## config.mk

```make
export PLATFORM = sky130hd
export DESIGN_NAME = phase_sequencer
export DESIGN_NICKNAME = d
export VERILOG_FILES = /design/src/rtl/phase_sequencer.sv
export SDC_FILE = /design/constraint.sdc
export NUM_CORES = 1
export LEC_CHECK = 0
export CORE_AREA = 2 2 59 102
export CTS_BUF_LIST = sky130_fd_sc_hd__clkbuf_4 sky130_fd_sc_hd__clkbuf_8 sky130_fd_sc_hd__clkbuf_16
export CTS_CLUSTER_SIZE = 30
export DETAILED_ROUTE_END_ITERATION = 8
export DIE_AREA = 0 0 61 104
export PLACE_DENSITY = 0.56
export SYNTH_ARGS = -nofsm -noshare
export SYNTH_HDL_FRONTEND = slang
export SYNTH_SLANG_ARGS = --single-unit
```

## constraint.sdc

```tcl
create_clock -name clk -period 2.7 [get_ports clk]
set_input_delay 0.54 -clock clk [delete_from_list [all_inputs] [get_ports clk]]
set_output_delay 0.54 -clock clk [all_outputs]
set_load 0.005 [all_outputs]
```

## src/rtl/phase_sequencer.sv

```systemverilog
// phase_sequencer: steps each instruction through phases 1-5, parks in 0.
// Inputs: clk, rst (async active-low), run_btn, step_btn, step_mode, hlt,
//   mem_busy. Outputs: phase, running, halted, instr_count.
module phase_sequencer #(
   parameter int SYNC_STAGES = 2,
   parameter int CNT_W       = 16
) (
   input  logic             clk,
   input  logic             rst,
   input  logic             run_btn,
   input  logic             step_btn,
   input  logic             step_mode,
   input  logic             hlt,
   input  logic             mem_busy,
   output logic [2:0]       phase,
   output logic             running,
   output logic             halted,
   output logic [CNT_W-1:0] instr_count
);

   typedef enum logic [1:0] {
      S_IDLE,
      S_RUN,
      S_STEP,
      S_HALT
   } state_t;

   state_t                 state_q, state_d;
   logic [2:0]             phase_q, phase_d;
   logic                   running_q, running_d;
   logic                   halted_q, halted_d;
   logic                   stop_pend_q, stop_pend_d;
   logic                   hlt_seen_q, hlt_seen_d;
   logic [CNT_W-1:0]       cnt_q, cnt_d;
   logic [SYNC_STAGES-1:0] run_sync_q, run_sync_d;
   logic [SYNC_STAGES-1:0] step_sync_q, step_sync_d;
   logic                   run_prev_q, run_prev_d;
   logic                   step_prev_q, step_prev_d;

   logic run_edge;
   logic step_edge;
   logic hlt_any;
   logic hold;
   logic boundary;

   // Edges come from registered state only, so each lasts one cycle.
   assign run_edge  = run_sync_q[SYNC_STAGES-1] & ~run_prev_q;
   assign step_edge = step_sync_q[SYNC_STAGES-1] & ~step_prev_q;

   always_comb begin
      run_sync_d  = {run_sync_q[SYNC_STAGES-2:0], run_btn};
      step_sync_d = {step_sync_q[SYNC_STAGES-2:0], step_btn};
      run_prev_d  = run_sync_q[SYNC_STAGES-1];
      step_prev_d = step_sync_q[SYNC_STAGES-1];
      state_d     = state_q;
      phase_d     = phase_q;
      halted_d    = halted_q;
      stop_pend_d = stop_pend_q;
      hlt_seen_d  = hlt_seen_q;
      cnt_d       = cnt_q;
      boundary    = 1'b0;
      // hlt may first appear in phase 5 itself, so fold in the live value.
      hlt_any     = hlt_seen_q | hlt;
      hold        = mem_busy & ((phase_q == 3'd1) | (phase_q == 3'd4));

      unique case (state_q)
         S_IDLE: begin
            if (run_edge && !step_mode) begin
               state_d = S_RUN;
               phase_d = 3'd1;
            end else if (step_edge && step_mode) begin
               state_d = S_STEP;
               phase_d = 3'd1;
            end
         end
         S_RUN, S_STEP: begin
            hlt_seen_d = hlt_any;
            if (state_q == S_RUN && run_edge) begin
               stop_pend_d = 1'b1;
            end
            if (phase_q == 3'd5) begin
               boundary = 1'b1;
            end else if (!hold) begin
               phase_d = phase_q + 3'd1;
            end
         end
         S_HALT: begin
         end
         default: begin
         end
      endcase

      if (boundary) begin
         cnt_d      = cnt_q + CNT_W'(1);
         hlt_seen_d = 1'b0;
         if (hlt_any) begin
            state_d     = S_HALT;
            phase_d     = 3'd0;
            halted_d    = 1'b1;
            stop_pend_d = 1'b0;
         end else if (state_q == S_STEP) begin
            state_d = S_IDLE;
            phase_d = 3'd0;
         end else if (stop_pend_q) begin
            state_d     = S_IDLE;
            phase_d     = 3'd0;
            stop_pend_d = 1'b0;
         end else begin
            phase_d = 3'd1;
         end
      end

      running_d = (phase_d != 3'd0);
   end

   always_ff @(posedge clk or negedge rst) begin
      if (!rst) begin
         state_q     <= S_IDLE;
         phase_q     <= 3'd0;
         running_q   <= 1'b0;
         halted_q    <= 1'b0;
         stop_pend_q <= 1'b0;
         hlt_seen_q  <= 1'b0;
         cnt_q       <= '0;
         run_sync_q  <= '0;
         step_sync_q <= '0;
         run_prev_q  <= 1'b0;
         step_prev_q <= 1'b0;
      end else begin
         state_q     <= state_d;
         phase_q     <= phase_d;
         running_q   <= running_d;
         halted_q    <= halted_d;
         stop_pend_q <= stop_pend_d;
         hlt_seen_q  <= hlt_seen_d;
         cnt_q       <= cnt_d;
         run_sync_q  <= run_sync_d;
         step_sync_q <= step_sync_d;
         run_prev_q  <= run_prev_d;
         step_prev_q <= step_prev_d;
      end
   end

   assign phase       = phase_q;
   assign running     = running_q;
   assign halted      = halted_q;
   assign instr_count = cnt_q;

endmodule

```

==> metrics.md, run 1 <==
| Metric | Value |
|---|---|
| GRT overflow | 0 |
| Met1 Usage GRT | 0.101 |
| Post-synth top area share | 0.518 |
| Final Cell Area | 0.00198 mm^2 |
| Max Slew Vio Count | 0 |
| Placed cell area | between 0.0015 and 0.002 mm^2 |
| Seq/Total Area, Yosys | 0.518 |
| Post-Syn Nets | about 150 |
| Gr usage total | 0.0993 |
| Syn_area_per_cell | roughly 11 um^2 |
| Cell count after synthesis | about 140 |
| Drt pass-1 iters | 4 |
| Hold-critical path depth | 0 |
| Longest Clk Path Bufs | 2 |
| GR peak layer | met2 |
| Synthesized flop and latch total | 31 |
| Overall Power | around 1.7 mW |
| Worst reg2reg setup slack | 0.53 ns |
| FP Rows | 36 |
| Crit path to | running |
| Pwr/cell area | 873 mW/mm^2 |
| Met3 usage | 0.0336 |
| Pin count of the biggest net entering global routing | 32 |
| Post-Layout Cell Count | around 250 |
| Top-Level Pins | 28 |
| CTS tree | done |
| Post-cts repair resize count | 0 |
| Reg2reg start | state_q[0] |
| Leak pwr | 0.854 nW |
| Final nets | roughly 190 |
| Num CTS Buffers | 5 |
| Clk_skew | between 0.004 and 0.005 ns |
| Post-CTS setup buffer count | 0 |
| Antenna Nets Post-Route | 0 |
| Post-synth top area cell | dfrtp_1 |
| Critical path type | reg -> reg |
| Layout cells sized above 1 | 0.0983 |
| N_diodes | 0 |
| # hold bufs at CTS | 0 |
| Global-route wire length before repair | about 4800 um |
| Min-delay worst type | reg -> reg |
| Clk sinks | 31 |
| Die ar. | 0.00634 mm^2 |
| Max cap viols | 0 |
| DRC | 0 |
| FF-to-FF End | running |
| Via count | ~1100 |
| Antenna violations before repair | 0 |
| PortBufs | 27 |
| 1st-iter DRT viols | 57 |
| GPL Wtd Cong | 0.841 |
| Final setup vio count | 0 |
| Worst Path Required | ~2.9 ns |
| Vias in the first global route | 1063 |
| Synth Cell Area | 0.00150 mm^2 |
| Crit path DAT | 2.33 ns |
| Clk pin slew, worst setup/hold paths | roughly 0.06 ns |
| Startpoint types | register |
| Post-Route WL | 2860 um |
| Final hold vios | 0 |
| Worst reg2reg path depth | 6 |
| Fmax | roughly 460 MHz |
| DP HPWL | roughly 2200 um |
| Via/cell ratio | ~4.5 |
| Initial Util | 0.270 |
| Netlist cell types | 37 |
| Root Driver | clkbuf_8 |
| H-tree Lvls | 2 |
| Layout area overhead | 32.0% |
| Setup TNS | 0 ns |
| Period utilisation layout | 0.805 |
| Core footprint | roughly 0.0055 mm^2 |
| Crit. Startpoint | state_q[0] |
| Status | completed |
| Die width | 61 um |
| Met2 usage | 0.177 |
| Post-DR wirelength/cell | approximately 11 um |
| Ranking of synthesized cells by area | dfrtp_1 52%, ha_1 6.7%, xnor2_1 6.4%, nand2_1 3.3%, nand4_1 2.9% |
| Yosys Warn Count | 0 |
| Placed cell count | roughly 240 |
| Worst setup EP type | register |
| Min Tclk post-route | roughly 2.2 ns |
| Slew at the pin closest to its max-slew limit | roughly 0.55 ns |
| Worst-path maximum fanout | 8 |
| Chip height | roughly 100 um |
| Worst-skew pair later-pin latency | 0.28 ns |
| RSZ-0062 raised after global routing | false |
| Peak supply drop | ~0.00045 V |
| Slew headroom | 0.627 |
## cells in the final DEF (no fill, tap or decap), types with 2 or more instances in the layout
cell type | Yosys | final
dfrtp_1 | 31 | 31
clkdlybuf4s50_1 | 0 | 27
nand2_1 | 13 | 13
xnor2_1 | 11 | 11
inv_1 | 10 | 10
nor2_1 | 9 | 9
ha_1 | 8 | 8
nand4_1 | 7 | 7
a21oi_1 | 6 | 6
clkbuf_8 | 0 | 6
o21ai_0 | 5 | 5
xor2_1 | 4 | 4
nand3_1 | 2 | 2
nor2b_1 | 2 | 2
nand3b_1 | 2 | 2
a31oi_1 | 2 | 2
nand2b_1 | 2 | 2
and4_1 | 2 | 2
a21o_1 | 2 | 2
## synthesized netlist by cell type
cell type	count
dfrtp_1	31
nand2_1	13
xnor2_1	11
inv_1	10
nor2_1	9
ha_1	8
nand4_1	7
a21oi_1	6
o21ai_0	5
xor2_1	4
a21o_1	2
a31oi_1	2
and4_1	2
nand2b_1	2
nand3_1	2
nand3b_1	2
nor2b_1	2
a211oi_1	1
a221oi_1	1
a22oi_1	1
a2bb2oi_1	1
a31o_2	1
a41o_1	1
and3_1	1
and3b_2	1
buf_6	1
mux2_2	1
nand3_2	1
nand4_2	1
nor2_2	1
nor3_1	1
nor4_1	1
o21ai_2	1
o41a_1	1
or3_1	1
or3b_1	1
or4_4	1
## flip-flops by register name, summed over array words and instances (netlist names)
| name | cells |
|---|---|
| run_prev_q | 1 |
| step_sync_q | 2 |
| step_prev_q | 1 |
| hlt_seen_q | 1 |
| halted | 1 |
| phase | 3 |
| run_sync_q | 2 |
| running | 1 |
| state_q | 2 |
| instr_count | 16 |
| stop_pend_q | 1 |
## cells by family after synthesis
group | count (synthesis) | share of synthesized area
mux | 1 | 0.00752
buf+inv | 11 | 0.0326
xor+xnor | 15 | 0.0877
simple gates | 49 | 0.185
fa+ha+maj | 8 | 0.0668
compound gates | 23 | 0.103
flops | 31 | 0.518
## routing by layer
metal	wire length, um	up-vias
li1	-	549
met1	1060	533
met2	1630	23
met3	116	6
met4	52	0
met5	0	-
## stage by stage
stage	utilization	hold slack [ns]	worst slack [ns]
6_report	0.357	0.349	0.528
5_1_grt	0.357	0.358	0.397
4_1_cts	0.357	0.352	0.508
3_5_place_dp	0.336	0.337	0.395
3_3_place_gp	0.336	0.333	0.424
2_1_floorplan	-	0.244	0.718
## final cells by class
| cell class | count | area (um^2) |
|---|---|---|
| clock buffer | 6 | 82.6 |
| clock inverter | 2 | 35.0 |
| fill | 571 | 3560 |
| inverter | 10 | 37.5 |
| multi-input combinational | 96 | 673 |
| sequential | 31 | 776 |
| tap | 76 | 95.1 |
| timing repair buffer | 28 | 278 |
## worst max-delay path, cell delays in order (launching register included)
cell     delay [ns]
dfrtp_1        0.42
inv_1          0.09
ha_1           0.42
nor2b_1        0.20
and4_1         0.20
o41a_1         0.38
or3_1          0.35
## worst min path at each step
stage | from | endpoint
after detailed placement | run_sync_q[0] | run_sync_q[1]
final | run_sync_q[0] | run_sync_q[1]
after floorplan | rst | halted
after CTS | run_sync_q[0] | run_sync_q[1]
after global routing | step_sync_q[0] | step_sync_q[1]
after global placement | run_sync_q[0] | run_sync_q[1]
## power by group
part	internal, mW	switching [mW]
Sequential	0.554	0.0970
Clock	0.298	0.168
Combinational	0.317	0.291
Total	1.17	0.556
Power figures use the tool's default switching activity.
==> inputs of run 2 (changes only) <==
==> constraint.sdc (replaced) <==
create_clock -name clk -period 2.13 [get_ports clk]
set_input_delay 0.426 -clock clk [delete_from_list [all_inputs] [get_ports clk]]
set_output_delay 0.426 -clock clk [all_outputs]
set_load 0.005 [all_outputs]
==> run 2 against run 1 <==
Against the previous run: clock-buffer cell count unchanged; highest routed layer unchanged; critical path depth unchanged; via count up 3.4%; largest cell class unchanged; register-to-register slack worse by 0.40 ns; core utilization up 0.72 points; sequential cell count unchanged; clock power down 1%; clock skew up 0.0024 ns; first-iteration DRC count down 61%; critical path type unchanged; die area unchanged; non-clock buffer count up 9.
==> metrics.md, run 2 (synthesized netlist as in run 1, its figures left out) <==
| Metric | Value |
|---|---|
| Via count | 1149 (was 1111) |
| Post-CTS setup buffer count | 0 (unchanged) |
| Reg2reg start | state_q[1] (was state_q[0]) |
| Clk_skew | 0.00671 ns (was 0.00429 ns) |
| CP Cell Sequence | inv_1, ha_2, nor2b_1, and4_1, o41a_1, or3_1 (was inv_1, ha_1, nor2b_1, and4_1, o41a_1, or3_1) |
| Startpoint types | register (unchanged) |
| Max reg flops | 16 (unchanged) |
| RSZ-0062 raised after global routing | false (unchanged) |
| Max Slew Vio Count | 0 (unchanged) |
| Longest Clk Path Bufs | 2 (unchanged) |
| Worst Path Required | 2.29 ns (was 2.86 ns) |
| Switching Fraction | 0.337 (was 0.322) |
| Worst reg2reg path depth | 6 (unchanged) |
| Fillers | 571 (unchanged) |
| Via/cell ratio | 4.47 (was 4.46) |
| Multi-input gate area in the final layout | 676 um^2 (was 673 um^2) |
| Global-route wire length before repair | 5460 um (was 4790 um) |
| Overall Power | 2.13 mW (was 1.73 mW) |
| Slowest stage cell, crit path | o41a_1 (was dfrtp_1) |
| Crit path DAT | 2.17 ns (was 2.33 ns) |
| Final nets | 196 (was 187) |
| Pin count of the biggest net entering global routing | 32 (unchanged) |
| Die ar. | 0.00634 mm^2 (unchanged) |
| FP Rows | 36 (unchanged) |
| Setup TNS | 0 ns (unchanged) |
| Post-Route WL | 2990 um (was 2860 um) |
| Max cap viols | 0 (unchanged) |
| Fmax | 500 MHz (was 460 MHz) |
| N_diodes | 0 (unchanged) |
| Worst-path maximum fanout | 7 (was 8) |
| Hold WS | 0.349 ns (about the same) |
| DRC | 0 (unchanged) |
| Vias in the first global route | 1237 (was 1063) |
| Critical path type | reg -> reg (unchanged) |
| Core footprint | 0.00554 mm^2 (unchanged) |
| Slew at the pin closest to its max-slew limit | 0.390 ns (was 0.554 ns) |
| Status | completed (unchanged) |
| Leak pwr | 0.880 nW (was 0.854 nW) |
| Post-DR wirelength/cell | 11.6 um (was 11.5 um) |
| FF-to-FF End | running (unchanged) |
| GRT overflow | 0 (unchanged) |
| CTS tree | done (unchanged) |
| Register area | 776 um^2 (unchanged) |
| Clk sinks | 31 (unchanged) |
| # hold bufs at CTS | 0 (unchanged) |
| Top-Level Pins | 28 (unchanged) |
| Slew headroom | 0.740 (was 0.627) |
| Buf/Inv on CP | 1 (unchanged) |
| DP HPWL | 2320 um (was 2220 um) |
| Hold-critical path depth | 0 (unchanged) |
| Layout cells sized above 1 | 0.144 (was 0.0983) |
| Gate power share | 0.404 (was 0.352) |
| Period utilisation layout | 0.940 (was 0.805) |
| 1st-iter DRT viols | 22 (was 57) |
| Min-delay worst type | reg -> reg (unchanged) |
| Hold_sp | run_sync_q[0] (unchanged) |
| Pwr/cell area | 1060 mW/mm^2 (was 873 mW/mm^2) |
| Min Tclk post-route | 2.00 ns (was 2.17 ns) |
| Gr usage total | 0.114 (was 0.0993) |
| Clock share of power | 0.216 (was 0.270) |
| PortBufs | 27 (unchanged) |
| Chip height | 104 um (unchanged) |
| Layout area overhead | 34.7% (was 32.0%) |
| Drt pass-1 iters | 3 (was 4) |
| Die width | 61 um (unchanged) |
| H-tree Lvls | 2 (unchanged) |
| Peak supply drop | 0.000354 V (was 0.000450 V) |
| Antenna violations before repair | 0 (unchanged) |
| Antenna Nets Post-Route | 0 (unchanged) |
| Initial Util | 0.270 (unchanged) |
| Cell Int Power | 1.42 mW (was 1.17 mW) |
| Commonest non-fill, non-tap cells in the layout | 31 x dfrtp_1, 27 x clkdlybuf4s50_1, 13 x nand2_1 (unchanged) |
| Worst setup EP type | register (unchanged) |
| GPL Wtd Cong | 0.853 (was 0.841) |
| P_sw | 0.719 mW (was 0.556 mW) |
| Root Driver | clkbuf_8 (unchanged) |
| Worst reg2reg setup slack | 0.13 ns (was 0.53 ns) |
| Commonest non-fill, non-tap cell in the layout | dfrtp_1 (unchanged) |
| Final setup vio count | 0 (unchanged) |
| Final hold vios | 0 (unchanged) |
| Hold endpoint | run_sync_q[1] (unchanged) |
| Num CTS Buffers | 5 (unchanged) |
| Reg power frac | 0.380 (was 0.377) |
| Worst-skew pair later-pin latency | 0.29 ns (was 0.28 ns) |
| Top Family by Delay on Critical Path | simple AND/OR/NAND/NOR gates (unchanged) |
| Slowest stage delay, CP | 0.39 ns (was 0.42 ns) |
| Clk pin slew, worst setup/hold paths | 0.06 ns (about the same) |
## run 2: changes by cell type in the layout (fill, tap and decap cells not counted), sizes merged
cell and change:
buf +9, bufinv -1
## run 2: area by class of cell
class                           count  area share
Timing Repair Buffer               37       0.171
Clock buffer                        6      0.0409
Tap cell                           76      0.0471
Clock inverter                      1     0.00248
Inverter                           10      0.0186
Sequential cell                    31       0.385
Multi-Input combinational cell     96       0.335
## run 2: how the worst max path moves through the flow
stage | startpoint | to | cells after the start
final | state_q[1] | running | 6
after global routing | state_q[1] | running | 6
after CTS | state_q[0] | running | 6
after detailed placement | mem_busy | running | 5
after global placement | mem_busy | running | 5
after floorplan | state_q[0] | running | 6
## run 2: stage by stage
step | std cells | util | cell area [um^2] | worst slack [ns]
floorplan | 138 | - | 1500 | 0.148
global placement | 250 | 0.348 | 1930 | -0.00248
detailed placement | 250 | 0.348 | 1930 | -0.0280
CTS | 257 | 0.364 | 2010 | 0.0864
global route | 257 | 0.364 | 2020 | 0.0123
finish | 257 | 0.364 | 2020 | 0.128
## run 2: per-layer routing
layer	global-route usage	routed length, um	up-vias
met5	0	0	-
met4	0.0668	115	0
met3	0.0323	121	10
met2	0.203	1680	27
met1	0.109	1080	550
li1	-	-	562
## run 2: what timing repair did
item | CTS | global route
hold endpoints to repair | 0 | 0
resized for setup | 0 | 1
setup endpoints to repair | 0 | 1
## run 2: power by group through the flow
stage / sequential (mW) / combinational, mW / clock, mW
after floorplan: 0.806 / 0.528 / 0
after global placement: 0.826 / 0.867 / 0
after detailed placement: 0.826 / 0.870 / 0
after CTS: 0.816 / 0.873 / 0.490
after global routing: 0.837 / 0.980 / 0.506
final: 0.811 / 0.863 / 0.461
## run 2: worst reg2reg max path: stages (launching register included)
cell and delay (ns):
dfrtp_1 0.37, inv_1 0.09, ha_2 0.32, nor2b_1 0.16, and4_1 0.20, o41a_1 0.39
or3_1 0.35
